<file path="config.mk">
export PLATFORM = sky130hd
export DESIGN_NAME = uart_tx_frame_flat
export DESIGN_NICKNAME = d
export VERILOG_FILES = /design/src/rtl/uart_tx_frame_if.sv /design/src/rtl/uart_tx_frame.sv /design/src/flat_wrapper.sv
export SDC_FILE = /design/constraint.sdc
export NUM_CORES = 1
export LEC_CHECK = 0
export ABC_AREA = 1
export BUFFER_PORTS_ARGS = -buffer_cell sky130_fd_sc_hd__buf_2
export CAP_MARGIN = 5
export CORE_MARGIN = 10
export CORE_UTILIZATION = 35
export CTS_CLUSTER_SIZE = 8
export DETAILED_ROUTE_END_ITERATION = 8
export PLACE_DENSITY_LB_ADDON = 0.15
export SYNTH_ARGS = -nofsm -noshare
export SYNTH_HDL_FRONTEND = slang
export SYNTH_SLANG_ARGS = --single-unit
</file>
<file path="constraint.sdc">
create_clock -name clk -period 1.5 [get_ports clk]
set_clock_uncertainty 0.05 [all_clocks]
set_input_delay 0 -clock clk [delete_from_list [all_inputs] [get_ports clk]]
set_output_delay 0 -clock clk [all_outputs]
set_load 0.01 [all_outputs]
</file>
<file path="src/rtl/uart_tx_frame_if.sv">
// Host-side word handshake into the UART transmitter.
// The source drives din/din_valid and the transmitter answers with din_ready.
interface uart_tx_frame_if #(
   parameter int DATA_W = 8
);
   logic [DATA_W-1:0] din;
   logic              din_valid;
   logic              din_ready;

   modport master (output din, output din_valid, input din_ready);
   modport slave  (input din, input din_valid, output din_ready);
endinterface

</file>
<file path="src/rtl/uart_tx_frame.sv">
// UART transmitter: start bit, DATA_W data bits LSB first, optional parity, STOP_BITS stop bits.
// Define UART_TX_PARITY_EN to insert the parity bit (even, or odd with PARITY_ODD=1).
module uart_tx_frame #(
   parameter int DATA_W       = 8,
   parameter int CLKS_PER_BIT = 16,
   parameter int STOP_BITS    = 1,
   parameter int PARITY_ODD   = 0
) (
   input  logic           clk,
   input  logic           rst,
   uart_tx_frame_if.slave s_if,
   output logic           txd,
   output logic           busy,
   output logic           tx_done
);

   localparam int BAUD_W = (CLKS_PER_BIT > 2) ? $clog2(CLKS_PER_BIT) : 1;
   localparam int BIT_W  = 4;

   if (DATA_W < 5 || DATA_W > 9 || CLKS_PER_BIT < 2 || (STOP_BITS != 1 && STOP_BITS != 2) ||
       (PARITY_ODD != 0 && PARITY_ODD != 1)) begin : g_bad_params
      $error("uart_tx_frame: illegal parameter set");
   end

`ifdef UART_TX_PARITY_EN
   typedef enum logic [2:0] {IDLE, START, DATA, PARITY, STOP} state_t;
`else
   typedef enum logic [2:0] {IDLE, START, DATA, STOP} state_t;
`endif

   state_t              state_q, state_d;
   logic [BAUD_W-1:0]   baud_q, baud_d;
   logic [BIT_W-1:0]    bit_q, bit_d;
   logic [DATA_W-1:0]   shreg_q, shreg_d;
   logic                txd_q, txd_d;
   logic                busy_q, busy_d;
   logic                tx_done_q, tx_done_d;
`ifdef UART_TX_PARITY_EN
   logic                par_q, par_d;
`endif
   logic                baud_wrap, stop_last, accept;

   assign baud_wrap = (baud_q == BAUD_W'(CLKS_PER_BIT - 1));
   assign stop_last = (bit_q == BIT_W'(STOP_BITS - 1));
   // Ready also in the final stop-bit cycle so frames can run back to back.
   assign s_if.din_ready = (state_q == IDLE) || (state_q == STOP && stop_last && baud_wrap);
   assign accept = s_if.din_valid && s_if.din_ready;

   always_comb begin
      state_d = state_q;
      baud_d  = baud_q;
      bit_d   = bit_q;
      shreg_d = shreg_q;
`ifdef UART_TX_PARITY_EN
      par_d   = par_q;
`endif
      if (state_q != IDLE) baud_d = baud_wrap ? '0 : baud_q + 1'b1;

      case (state_q)
         START: if (baud_wrap) begin
            state_d = DATA;
            bit_d   = '0;
         end
         DATA: if (baud_wrap) begin
            shreg_d = {1'b0, shreg_q[DATA_W-1:1]};
            if (bit_q == BIT_W'(DATA_W - 1)) begin
               bit_d = '0;
`ifdef UART_TX_PARITY_EN
               state_d = PARITY;
`else
               state_d = STOP;
`endif
            end else begin
               bit_d = bit_q + 1'b1;
            end
         end
`ifdef UART_TX_PARITY_EN
         PARITY: if (baud_wrap) begin
            state_d = STOP;
            bit_d   = '0;
         end
`endif
         STOP: if (baud_wrap) begin
            if (stop_last) begin
               state_d = IDLE;
               bit_d   = '0;
            end else begin
               bit_d = bit_q + 1'b1;
            end
         end
         default: ;
      endcase

      if (accept) begin
         state_d = START;
         baud_d  = '0;
         bit_d   = '0;
         shreg_d = s_if.din;
`ifdef UART_TX_PARITY_EN
         par_d   = (^s_if.din) ^ PARITY_ODD[0];
`endif
      end

      // Registered outputs are decoded from the next state so they line up with it.
      case (state_d)
         START:   txd_d = 1'b0;
         DATA:    txd_d = shreg_d[0];
`ifdef UART_TX_PARITY_EN
         PARITY:  txd_d = par_d;
`endif
         default: txd_d = 1'b1;
      endcase
      busy_d    = (state_d != IDLE);
      tx_done_d = (state_d == STOP) && (bit_d == BIT_W'(STOP_BITS - 1)) &&
                  (baud_d == BAUD_W'(CLKS_PER_BIT - 1));
   end

   always_ff @(posedge clk) begin
      if (rst) begin
         state_q   <= IDLE;
         baud_q    <= '0;
         bit_q     <= '0;
         shreg_q   <= '0;
         txd_q     <= 1'b1;
         busy_q    <= 1'b0;
         tx_done_q <= 1'b0;
`ifdef UART_TX_PARITY_EN
         par_q     <= 1'b0;
`endif
      end else begin
         state_q   <= state_d;
         baud_q    <= baud_d;
         bit_q     <= bit_d;
         shreg_q   <= shreg_d;
         txd_q     <= txd_d;
         busy_q    <= busy_d;
         tx_done_q <= tx_done_d;
`ifdef UART_TX_PARITY_EN
         par_q     <= par_d;
`endif
      end
   end

   assign txd     = txd_q;
   assign busy    = busy_q;
   assign tx_done = tx_done_q;

endmodule
</file>
<file path="src/flat_wrapper.sv">
// flat-port wrapper written by rule: the top's interface ports become plain ports
module uart_tx_frame_flat 
#(
   parameter int DATA_W       = 8,
   parameter int CLKS_PER_BIT = 16,
   parameter int STOP_BITS    = 1,
   parameter int PARITY_ODD   = 0
)
  (clk, rst, txd, busy, tx_done, s_if_din, s_if_din_valid, s_if_din_ready);
  uart_tx_frame_if #(.DATA_W(DATA_W)) s_if_i ();
  input  logic clk;
  input  logic rst;
  output logic txd;
  output logic busy;
  output logic tx_done;
  input wire logic [$bits(s_if_i.din)-1:0] s_if_din;
  input wire logic [$bits(s_if_i.din_valid)-1:0] s_if_din_valid;
  output wire logic [$bits(s_if_i.din_ready)-1:0] s_if_din_ready;
  assign s_if_i.din = s_if_din;
  assign s_if_i.din_valid = s_if_din_valid;
  assign s_if_din_ready = s_if_i.din_ready;
  uart_tx_frame #(.DATA_W(DATA_W), .CLKS_PER_BIT(CLKS_PER_BIT), .STOP_BITS(STOP_BITS), .PARITY_ODD(PARITY_ODD)) u_core (.clk(clk), .rst(rst), .s_if(s_if_i), .txd(txd), .busy(busy), .tx_done(tx_done));
endmodule
</file>
==> results of run 1 <==
-- worst min-delay path by stage --
stage                        start                 to  slack [ps]  cells past startpoint
CTS                 s_if_din_valid    u_core.bit_q[2]          20                      4
floorplan                      rst  u_core.state_q[1]          30                      1
detailed placement     s_if_din[7]  u_core.shreg_q[7]         220                      3
finish              s_if_din_valid    u_core.bit_q[2]          30                      4
global route        s_if_din_valid   u_core.baud_q[2]          40                      4
global placement       s_if_din[7]  u_core.shreg_q[7]         210                      3
-- flip-flops by register name, indices dropped and copies added (netlist names) --
| name | flops |
|---|---|
| u_core.busy | 1 |
| u_core.bit_q | 4 |
| u_core.shreg_q | 8 |
| u_core.tx_done | 1 |
| u_core.state_q | 3 |
| u_core.txd | 1 |
| u_core.baud_q | 4 |
-- repair_timing --
action / in CTS / in global routing
endpoints found under the setup margin: 17 / 19
hold endpoints to repair: 12 / 0
buffers inserted: 7 / 0
hold buffers: 9 / 0
resized for setup: 35 / 19
pin swaps: 17 / 4
-- cells in the mapped netlist --
master	instances	area [um^2]
a21boi_2	1	11.3
a21oi_1	6	30.0
a21oi_2	1	8.76
a31oi_1	6	37.5
buf_6	1	11.3
clkbuf_1	1	3.75
clkinv_2	1	5.00
dfxtp_1	22	440
ha_1	3	37.5
inv_1	15	56.3
inv_2	2	7.51
nand2_1	56	210
nand2_2	3	18.8
nand3_1	20	100
nand3_2	1	10.0
nand3_4	1	17.5
nand3b_1	3	22.5
nand4_1	4	25.0
nor2_1	17	63.8
nor2_2	3	18.8
nor3_1	2	10.0
o21ai_0	4	20.0
o21bai_1	1	7.51
xnor2_1	1	8.76
-- per-stage QoR --
| stage | instance area [um^2] | cells | TNS (ps) |
|---|---|---|---|
| finish | 1850 | 278 | -343 |
| global route | 1850 | 278 | -1700 |
| CTS | 1780 | 278 | -56.7 |
| detailed placement | 1500 | 259 | -833 |
| global placement | 1500 | 259 | -269 |
| floorplan | 1190 | 175 | 0 |
-- where the power goes --
group	internal, W	leakage, nW	total [W]	switching, W
logic	0.0000994	0.637	0.000202	0.000102
registers	0.000609	0.183	0.000623	0.0000145
clock network	0.0000940	0.0138	0.000279	0.000185
-- final cells by class --
type                    count  area [um^2]  area share (%)
well taps                  46         57.6            3.12
clock buffers               3         22.5            1.22
multi-input cells         133          812            44.0
repair buffers             56          433            23.4
flip-flops and latches     22          449            24.3
inverters                  18         72.6            3.93
-- cell families after synthesis --
| logic type | share of synthesized area, % |
|---|---|
| simple gates | 42.0 |
| flops | 37.2 |
| buf+inv | 7.09 |
| compound gates | 9.74 |
| fa+ha+maj | 3.17 |
| xor+xnor | 0.741 |
-- routing by layer --
metal | GRT usage [%] | vias up | part of all wire, %
li1 | - | 687 | -
met1 | 11.8 | 624 | 42
met2 | 22.0 | 21 | 54
met3 | 2.05 | 6 | 2.5
met4 | 5.20 | 0 | 1.7
met5 | 0 | - | 0
-- critical path, cell delays in order, from the launching register on --
cell and delay (ps):
dfxtp_2 380, ha_4 150, nand3_4 120, clkinv_4 90
nand3_2 120, nand2_4 120, nand2_4 100, buf_4 170
nand3_1 60, a31oi_1 80
==> flow_metrics.py, run 1 <==
metrics = {
    "clock_network": {
        "htree_levels": 1,
        "cts_buffers": 3,
        "clk_latency_ps": 320,
        "clockBufferDepth": 2,
        "cts_root_buf": "clkbuf_4",
        "clock-sinks": 22,
        "clkTransAtPathRegs_ps": 130,
        "cts_tree": "built",
    },
    "global_routing": {
        "gr-total-overflow": 0,
        "grt_pass1_wl_um": 5870,
        "grt_pass1_vias": 1358,
        "track_usage_pct": 11.5,
        "antenna_found_initial": 0,
        "grt_max_degree": 14,
    },
    "setup_path": {
        "rr_endpoint": "u_core.shreg_q[3]",
        "cp_max_fo": 8,
        "reg2regPathDepth": 9,
        "r2r_start": "u_core.baud_q[0]",
        "required_ps": 1650,
        "critPathKind": "flop to flop",
        "startpoint": "u_core.baud_q[0]",
        "worst_setup_path_start_kind": "flop",
        "critPathCapture": "u_core.shreg_q[3]",
        "crit_arrival_ps": 1700,
        "reg2reg_slack_ps": -50,
        "end_kind": "flop",
    },
    "cells_and_area": {
        "finalCoreUtilization_pct": 55.8,
        "drive_above_1_share_pct": 43.5,
        "layout_commonest_cell": "nand2_1",
        "final_cell_mix": "nand2_1, buf_4, nand3_1, dfxtp_1",
        "fill_cells": 334,
        "fin_nets": 248,
        "syn_to_final_growth_pct": 56.2,
        "antenna_cells": 0,
    },
    "route": {
        "via_count": 1338,
        "avgViaCountPerCell": 4.81,
        "drtIter0Drc": 48,
        "firstDrtPassIters": 5,
        "drc": 0,
        "wl_um": 3520,
        "routedWlPerCell_um": 12.7,
        "ant_nets": 0,
    },
    "outcome": {
        "violations": "negative setup slack",
        "status": "complete, but fails checks",
    },
    "die": {
        "die_h_um": 78.1,
        "io_pins": 15,
        "die_area_um2": 6100,
        "core-area_um2": 3310,
        "num_rows": 21,
        "die_width_um": 78.1,
        "initial_core_util_pct": 35.7,
    },
    "sta": {
        "fin_ws_ps": -54.3,
        "hold_viol": 0,
        "max_freq_mhz": 643,
        "rsz0062_at_grt": "yes",
        "finalMaxSlewViolations": 0,
        "whs_ps": 33.7,
        "fin_crit_sh_pct": 104,
        "setup_viol": 11,
        "relSlewSlack_pct": 76.0,
        "period_needed_ps": 1550,
        "tightest_slew_ps": 356,
    },
    "placed_design": {
        "place_ws_ps": -106,
        "dp.final_hpwl_um": 2530,
        "numPortBuffers": 14,
        "place_congestion": 0.844,
    },
    "run": {
        "maxCapViolations": 0,
    },
    "logic_synthesis": {
        "avgSynthCellArea_um2": 6.76,
        "synth_seq_cells": 22,
        "syn_inst": 175,
        "seq_area_frac_synth_pct": 37.2,
        "synth_area_um2": 1180,
        "syn_nets": 189,
        "yosys_warnings": 0,
        "synth.distinct_cells": 24,
    },
    "pwr": {
        "p_total_w": 0.00110,
        "power_density_nw_per_um2": 598,
        "peakVddDrop_mv": 0.471,
        "p_leak_nw": 0.834,
    },
    "hold_path": {
        "hp-class": "input port to flop",
    },
}
(Power assumes the default switching activity.)
==> run 2, diff against run 1 <==
- PLACE_DENSITY: not set -> 0.65
- PLACE_DENSITY_LB_ADDON: 0.15 -> not set
==> flow_metrics.py, run 2 (synthesis gave the netlist of run 1 again) <==
metrics = {
    "outcome": {
        "status": "complete, but fails checks",
        "violations": "negative setup slack",
    },
    "setup_path": {
        "crit_arrival_ps": 1700,
        "required_ps": 1670,
        "cp_slowest_cell": "dfxtp_2",
        "reg2regPathDepth": 12,
        "path_cells": "inv_2 -> ha_4 -> nand2_2 -> nor2_4 -> nand3_4 -> nand2_4 -> nand2_4 -> buf_6 -> nand2_1 -> nand2_2 -> nand2_1 -> nand2_1",
        "critPathKind": "flop to flop",
        "cp_max_fo": 6,
        "reg2reg_slack_ps": -30,
        "rr_endpoint": "u_core.txd",
        "end_kind": "flop",
        "r2r_start": "u_core.bit_q[1]",
        "crit_top_cell": "nand2_1",
        "worst_setup_path_start_kind": "flop",
        "slowest_delay_ps": 340,
    },
    "placed_design": {
        "post-place-cells": 253,
        "place_ws_ps": -78.0,
        "dp.final_hpwl_um": 2200,
        "numPortBuffers": 14,
        "place_congestion": 0.931,
    },
    "route": {
        "wl_um": 3160,
        "firstDrtPassIters": 4,
        "routedWlPerCell_um": 11.7,
        "avgViaCountPerCell": 4.75,
        "drtIter0Drc": 54,
        "via_count": 1283,
        "drc": 0,
        "ant_nets": 0,
    },
    "die": {
        "core-area_um2": 3310,
        "die_area_um2": 6100,
        "io_pins": 15,
        "die_h_um": 78.1,
        "num_rows": 21,
        "initial_core_util_pct": 35.7,
        "die_width_um": 78.1,
    },
    "global_routing": {
        "antenna_found_initial": 0,
        "grt_pass1_wl_um": 5120,
        "grt_pass1_vias": 1217,
        "grt_max_degree": 14,
        "track_usage_pct": 9.79,
        "gr-total-overflow": 0,
    },
    "pwr": {
        "power_density_nw_per_um2": 712,
        "p_leak_nw": 0.793,
        "p_total_w": 0.00127,
        "peakVddDrop_mv": 0.527,
    },
    "sta": {
        "rsz0062_at_grt": "yes",
        "period_needed_ps": 1530,
        "max_freq_mhz": 654,
        "hold_viol": 0,
        "tightest_slew_ps": 287,
        "tns_ps": -36.3,
        "fin_crit_sh_pct": 102,
        "relSlewSlack_pct": 80.8,
        "finalMaxSlewViolations": 0,
        "fin_ws_ps": -29.8,
        "setup_viol": 2,
    },
    "cells_and_area": {
        "fin_nets": 239,
        "largest_register_ffs": 8,
        "stdcell_count": 270,
        "regMostFlops": "u_core.shreg_q",
        "finalCoreUtilization_pct": 53.7,
        "antenna_cells": 0,
        "layout_commonest_cell": "nand2_1",
        "final_cell_mix": "nand2_1, buf_4, nand3_1, dfxtp_1",
        "reg_top3": "u_core.shreg_q (8), u_core.baud_q (4), u_core.bit_q (4)",
        "syn_to_final_growth_pct": 50.4,
        "drive_above_1_share_pct": 37.5,
    },
    "clock_network": {
        "clock-sinks": 22,
        "cts_root_buf": "clkbuf_4",
        "clockBufferDepth": 2,
        "htree_levels": 1,
        "cts_tree": "built",
        "clkTransAtPathRegs_ps": 130,
        "clk_latency_ps": 310,
        "cts_buffers": 3,
    },
    "hold_path": {
        "whs_path_depth": 4,
        "hp-class": "input port to flop",
        "hold_end": "u_core.bit_q[2]",
        "hp-start": "s_if_din_valid",
    },
    "run": {
        "maxCapViolations": 0,
    },
}
## run 2: cell types whose count changed in the layout (fill, tap and decap cells not counted), sizes merged
| cell | before | now |
|---|---|---|
| buf | 47 | 38 |
| bufinv | 0 | 1 |
## run 2: worst max-delay path: cells and delay by family, from the launching register on
family | cells | cell delay (ps)
flops | 1 | 340
buf+inv | 2 | 190
fa+ha+maj | 1 | 130
simple gates | 9 | 730
## run 2: power breakdown
group | internal [W] | switching (W) | total (W)
Sequential | 0.000609 | 0.0000149 | 0.000624
Combinational | 0.0000936 | 0.0000956 | 0.000189
Clock | 0.000270 | 0.000184 | 0.000454
Total | 0.000972 | 0.000294 | 0.00127
## run 2: final cells by class
type | count | area, um^2
clock buffers | 3 | 22.5
clock inverters | 1 | 30.0
fillers | 321 | 1530
inverters | 18 | 72.6
multi-input cells | 133 | 785
flip-flops and latches | 22 | 449
well taps | 46 | 57.6
repair buffers | 47 | 362
## run 2: how the worst max path moves through the flow
stage	to	slack, ps	cells after the start	start
finish	u_core.txd	-30	12	u_core.bit_q[1]
global placement	u_core.shreg_q[3]	-40	9	u_core.baud_q[0]
floorplan	u_core.baud_q[3]	1	9	u_core.baud_q[0]
global route	u_core.txd	-140	12	u_core.bit_q[1]
detailed placement	u_core.shreg_q[5]	-80	9	u_core.baud_q[0]
CTS	s_if_din_ready	-30	8	u_core.bit_q[0]
## run 2: metal layers
layer / vias up / GRT usage (%) / share of wire, %
met5: - / 0 / 0
li1: 674 / - / -
met4: 0 / 3.76 / 0.92
met2: 28 / 17.0 / 50
met1: 577 / 11.4 / 44
met3: 4 / 2.16 / 4.6
## run 2: what timing repair did
item,4_1_cts,5_1_grt
endpoints found under the setup margin,16,21
endpoints found under the hold margin,12,0
setup buffers,2,2
hold buffers,9,0
pin swaps,0,16
resized for setup,2,43
## run 2: metrics by stage
step                cell area, um^2  hold slack [ps]
floorplan                      1190             26.9
global placement               1450              206
detailed placement             1450              207
CTS                            1620             50.1
global route                   1780             41.0
finish                         1780             19.4
